## config.mk

```make
export PLATFORM = sky130hd
export DESIGN_NAME = usb_rx_sequencer
export DESIGN_NICKNAME = d
export VERILOG_FILES = /design/src/rtl/usb_pkg.sv /design/src/rtl/resp_timer.sv /design/src/rtl/usb_rx_sequencer.sv
export SDC_FILE = /design/constraint.sdc
export NUM_CORES = 1
export LEC_CHECK = 0
export BUFFER_PORTS_ARGS = -buffer_cell sky130_fd_sc_hd__buf_2
export CORE_MARGIN = 1
export CORE_UTILIZATION = 53
export CTS_CLUSTER_SIZE = 10
export DETAILED_ROUTE_END_ITERATION = 12
export PLACE_DENSITY = 0.87
export RECOVER_POWER = 25
export SKIP_CTS_REPAIR_TIMING = 1
export SLEW_MARGIN = 0
export SYNTH_ARGS = -nofsm -noshare
export SYNTH_HDL_FRONTEND = slang
export SYNTH_HIERARCHICAL = 1
export SYNTH_SLANG_ARGS = --single-unit
```

## constraint.sdc

```tcl
create_clock -name clk -period 2.21 [get_ports clk]
set_clock_uncertainty 0.1 [all_clocks]
set_input_delay 0.221 -clock clk [delete_from_list [all_inputs] [get_ports clk]]
set_output_delay 0.221 -clock clk [all_outputs]
set_load 0.01 [all_outputs]
```

## src/rtl/usb_pkg.sv

```systemverilog
// Shared PID and FSM-state encodings for the USB receive sequencer.
package usb_pkg;

  typedef enum logic [2:0] {
    NONE  = 3'd0,
    OUT   = 3'd1,
    IN    = 3'd2,
    DATA0 = 3'd3,
    DATA1 = 3'd4,
    ACK   = 3'd5,
    NAK   = 3'd6,
    STALL = 3'd7
  } pid_e;

  typedef enum logic [1:0] {
    IDLE = 2'd0,
    RCV  = 2'd1,
    EVAL = 2'd2,
    RESP = 2'd3
  } state_e;

  function automatic logic is_data(input logic [2:0] pid);
    return (pid == DATA0) || (pid == DATA1);
  endfunction

endpackage

```

## src/rtl/resp_timer.sv

```systemverilog
// 8-bit saturating response timer; tc flags the last cycle allowed for tx_done.
module resp_timer #(
  parameter int LIMIT = 255
) (
  input  logic clk,
  input  logic rst,
  input  logic clr,
  input  logic en,
  output logic tc
);

  localparam logic [7:0] TC_VAL = 8'(LIMIT - 1);

  logic [7:0] count;

  always_ff @(posedge clk or posedge rst) begin
    if (rst) begin
      count <= 8'd0;
    end else if (clr) begin
      count <= 8'd0;
    end else if (en && (count != 8'hFF)) begin
      count <= count + 8'd1;
    end
  end

  // count holds k-1 during the k-th response cycle
  assign tc = (count == TC_VAL);

endmodule

```

## src/rtl/usb_rx_sequencer.sv

```systemverilog
// USB receive sequencer: classifies received packets and requests ACK/NAK handshakes.
// Optional DATA toggle checking is enabled by defining USB_RX_TOGGLE_CHK_EN.
module usb_rx_sequencer
  import usb_pkg::*;
#(
  parameter int BUF_DEPTH    = 64,
  parameter int RESP_TIMEOUT = 255
) (
  input  logic       clk,
  input  logic       rst,
  input  logic       rcving,
  input  logic       r_error,
  input  logic [2:0] rx_pid,
  input  logic [6:0] buffer_occupancy,
  input  logic       tx_done,
  input  logic       host_clr,
  output logic       tx_req,
  output logic [2:0] tx_pid,
  output logic       rx_pkt_valid,
  output logic [2:0] rx_pkt_pid,
  output logic       rx_data_avail,
  output logic       rx_active,
  output logic       rx_err,
  output logic       timeout_err,
  output logic       flush_req
);

  localparam logic [6:0] BUF_LIMIT = 7'(BUF_DEPTH);

  state_e     state, state_next;
  logic       tx_req_next, valid_next, flush_next;
  logic       avail_next, rx_err_next, timeout_next;
  logic [2:0] tx_pid_next, pkt_pid_next;
  logic       eop, tc;
`ifdef USB_RX_TOGGLE_CHK_EN
  logic       toggle, toggle_next;
`endif

  assign eop = rx_active & ~rcving;

  resp_timer #(.LIMIT(RESP_TIMEOUT)) u_resp_timer (
    .clk (clk),
    .rst (rst),
    .clr (state != RESP),
    .en  (state == RESP),
    .tc  (tc)
  );

  always_comb begin
    state_next   = state;
    tx_req_next  = 1'b0;
    valid_next   = 1'b0;
    flush_next   = 1'b0;
    tx_pid_next  = tx_pid;
    pkt_pid_next = rx_pkt_pid;
    // a set later in this block overrides the host clear
    rx_err_next  = rx_err & ~host_clr;
    timeout_next = timeout_err & ~host_clr;
    avail_next   = rx_data_avail & ~host_clr;
`ifdef USB_RX_TOGGLE_CHK_EN
    toggle_next  = toggle;
`endif
    case (state)
      IDLE: begin
        if (rcving) state_next = RCV;
        else        state_next = IDLE;
      end
      RCV: begin
        if (eop) state_next = EVAL;
        else     state_next = RCV;
      end
      EVAL: begin
        pkt_pid_next = rx_pid;
        state_next   = IDLE;
        if (r_error) begin
          rx_err_next = 1'b1;
          flush_next  = 1'b1;
        end else if (rx_pid == NONE) begin
          rx_err_next = 1'b1;
        end else if (is_data(rx_pid)) begin
          state_next  = RESP;
          tx_req_next = 1'b1;
          if (buffer_occupancy < BUF_LIMIT) begin
            tx_pid_next = ACK;
`ifdef USB_RX_TOGGLE_CHK_EN
            // a repeated DATA is still ACKed so the host advances, but its payload is dropped
            if ((rx_pid == DATA1) == toggle) begin
              valid_next  = 1'b1;
              avail_next  = 1'b1;
              toggle_next = ~toggle;
            end else begin
              flush_next = 1'b1;
            end
`else
            valid_next = 1'b1;
            avail_next = 1'b1;
`endif
          end else begin
            tx_pid_next = NAK;
            flush_next  = 1'b1;
          end
        end else begin
          valid_next = 1'b1;
        end
      end
      RESP: begin
        if (tx_done) begin
          state_next = IDLE;
        end else if (rcving) begin
          rx_err_next = 1'b1;
          state_next  = RCV;
        end else if (tc) begin
          timeout_next = 1'b1;
          state_next   = IDLE;
        end else begin
          tx_req_next = 1'b1;
          state_next  = RESP;
        end
      end
      default: begin
        state_next = IDLE;
      end
    endcase
  end

  always_ff @(posedge clk or posedge rst) begin
    if (rst) begin
      state         <= IDLE;
      tx_req        <= 1'b0;
      tx_pid        <= 3'd0;
      rx_pkt_valid  <= 1'b0;
      rx_pkt_pid    <= 3'd0;
      rx_data_avail <= 1'b0;
      rx_active     <= 1'b0;
      rx_err        <= 1'b0;
      timeout_err   <= 1'b0;
      flush_req     <= 1'b0;
    end else begin
      state         <= state_next;
      tx_req        <= tx_req_next;
      tx_pid        <= tx_pid_next;
      rx_pkt_valid  <= valid_next;
      rx_pkt_pid    <= pkt_pid_next;
      rx_data_avail <= avail_next;
      rx_active     <= rcving;
      rx_err        <= rx_err_next;
      timeout_err   <= timeout_next;
      flush_req     <= flush_next;
    end
  end

`ifdef USB_RX_TOGGLE_CHK_EN
  always_ff @(posedge clk or posedge rst) begin
    if (rst) toggle <= 1'b0;
    else     toggle <= toggle_next;
  end
`endif

endmodule

```

==> impl_metrics.ini <==
[synthesis]
postSynthAreaPerCell_sq_um = 10.1
synthArstFlopShare_pct = 100
ys.flop_type = dfrtp_1
ys_seq_area_share_pct = 45.1
synth_top_area_share_pct = 45.1
synth_commonest_cells = 23 x dfrtp_1, 14 x inv_1, 7 x nor2_1
syn_area_sq_mm = 0.00128
yosys_warnings = 6
synth-seq-cells = 23
yosysMostFrequentCell = dfrtp_1
synth-edff-count = 0
synth_top_area_cell = dfrtp_1
synth.area.top_cells = dfrtp_1 45%, inv_1 4.1%, mux2_2 2.6%, and3_1 2.5%, mux2_4 2.4%
syn-num-nets = 144
yosysUniqueCellTypes = 48
synthCells = 126

[pwr]
total_power_mw = 0.894
power_leakage_nw = 0.658
powerDensity_mw_per_mm2 = 619
ir_worst_vdd_mv = 0.337

[timing]
timing.slew.headroom_pct = 61.5
worstMarginPinSlew_ns = 0.577
hold_viol = 0
period_share_pct = 80.4
tns_ns = 0
finalMaxSlewViolations = 0
clock.fmax_mhz = 563
timing.hold.ws_ns = 0.109
fin_crit_ns = 1.78
rsz0062_at_grt = no
setup_viol = 0

[layout]
area_growth_syn_to_layout_pct = 13.0
drive_gt1_share_pct = 25.5
fillers = 190
fin_nets = 168
num_antenna_cells = 0

[grt]
grt_util_met2_pct = 44.5
grtUsageMet1_pct = 26.4
top_usage_layer = met2
overflow = 0
grt_pass1_wl_um = 4620
grt_max_degree = 16
antenna_found_initial = 0
grt_pass1_vias = 1065
use_met3_pct = 2.98
grt_usage_pct = 23.9

[critical_path]
worst-endpoint-arrival_ns = 1.89
end_kind = flip-flop
critPathRequiredTime_ns = 2.32
worstSetupPathType = flip-flop to flip-flop
cp_max_fo = 6
cp-start-kind = flip-flop

[outcome]
status = finished clean

[clock_network]
cts_buffer_depth = 2
cts_buffers = 3
ctsHtreeMaxLevel = 1
insertion_delay_ns = 0.31
cts_root_buf = clkbuf_4
cts_tree = built
numClockSinks = 23
path_clk_slew_ns = 0.13

[floorplanning]
die_w_um = 51.1
io_pins = 29
die-height_um = 51.1
initial_core_util_pct = 57.1
die-area_sq_mm = 0.00261
rows = 17
core_area_sq_mm = 0.00223

[drt]
routedWlPerCell_um = 15.9
antenna_left = 0
dr.pass1.iters = 4
viasPerCell = 6.03
drt_wl_total_um = 2820
drc_errors = 0
drtIter0Drc = 24
vias = 1068

[placement]
place_congestion = 0.818
port-buffer-count = 22
dp_hpwl_um = 2060

[flow_run]
maxCapViolCount = 0

[hold_path]
hp-class = input port to flip-flop
## final cells by class
type	instances	area, sq um	area share [%]
inverter	14	52.6	3.64
sequential	23	576	39.9
timing repair buffer	25	136	9.45
multi-input combinational	83	617	42.8
tap	28	35.0	2.43
clock buffer	4	26.3	1.82
## sequential cells by signal, summed over array words and instances (netlist names), 2 cells and up
signal              cells
u_resp_timer/count      8
state                   2
tx_pid                  3
rx_pkt_pid              3
## cells in the final DEF, fill, tap and decap left out, types with 2 or more instances in the layout
cell	Yosys	final
dfrtp_1	23	23
buf_2	0	21
inv_1	14	14
nor2_1	7	7
a21oi_1	5	5
and3_1	5	5
nor2b_1	4	4
nand2_1	4	4
nor3_1	4	4
o21ai_0	4	4
mux2_2	3	3
nand3_1	3	3
clkbuf_4	0	3
a211oi_1	3	3
or2b_1	2	2
o21a_1	2	2
o211ai_1	2	2
a31oi_1	2	2
clkbuf_1	4	2
dlygate4sd3_1	0	2
nor4_1	2	2
nand4_1	2	2
mux2_4	2	2
ha_1	2	2
## where the power goes
part / internal [mW] / total (mW) / switching [mW]
registers: 0.467 / 0.500 / 0.0332
logic: 0.0909 / 0.197 / 0.106
clock network: 0.0703 / 0.197 / 0.126
## per-layer routing
metal  routed length, um  share of wire, %
met1                1090                39
met2                1630                58
met3                  75               2.7
met4                  26              0.92
met5                   0                 0
## stage by stage
step	worst slack, ns	utilization, %	cell area [sq um]	std cells
after CTS	0.459	63.8	1420	175
after global routing	0.375	64.6	1440	177
final	0.433	64.6	1440	177
after detailed placement	0.483	62.6	1400	171
after floorplan	0.557	-	1280	126
after global placement	0.520	62.6	1400	171
## logic make-up (layout without fill, tap and decap cells)
family                     count (synthesis)  after routing  synth area share, %
AOI/OAI and AO/OA                         32             32                 20.0
DFF                                       23             23                 45.1
muxes                                      6              6                 5.88
adders and majority gates                  2              2                 1.96
buffers and inverters                     20             43                 6.57
and+or+nand+nor                           43             43                 20.5
## critical path: stages (launching register included)
cell      delay (ns)
dfrtp_1         0.45
and3_1          0.28
and3_1          0.26
or4_4           0.49
o311ai_2        0.09
## path summary, 6_finish.rpt
check                                            from                     to  slack [ns]  cells after the start
worst max-delay path            u_resp_timer/count[5]               state[1]        0.43                      4
worst min-delay path              buffer_occupancy[6]          rx_data_avail        0.11                      2
worst max register to register  u_resp_timer/count[5]               state[1]        0.43                      4
worst min register to register              tx_pid[2]              tx_pid[2]        0.39                      1
max in group asynchronous                         rst           rx_pkt_valid        1.19                      3
min in group asynchronous                         rst  u_resp_timer/count[4]        0.33                      3
(Power assumes the default switching activity.)
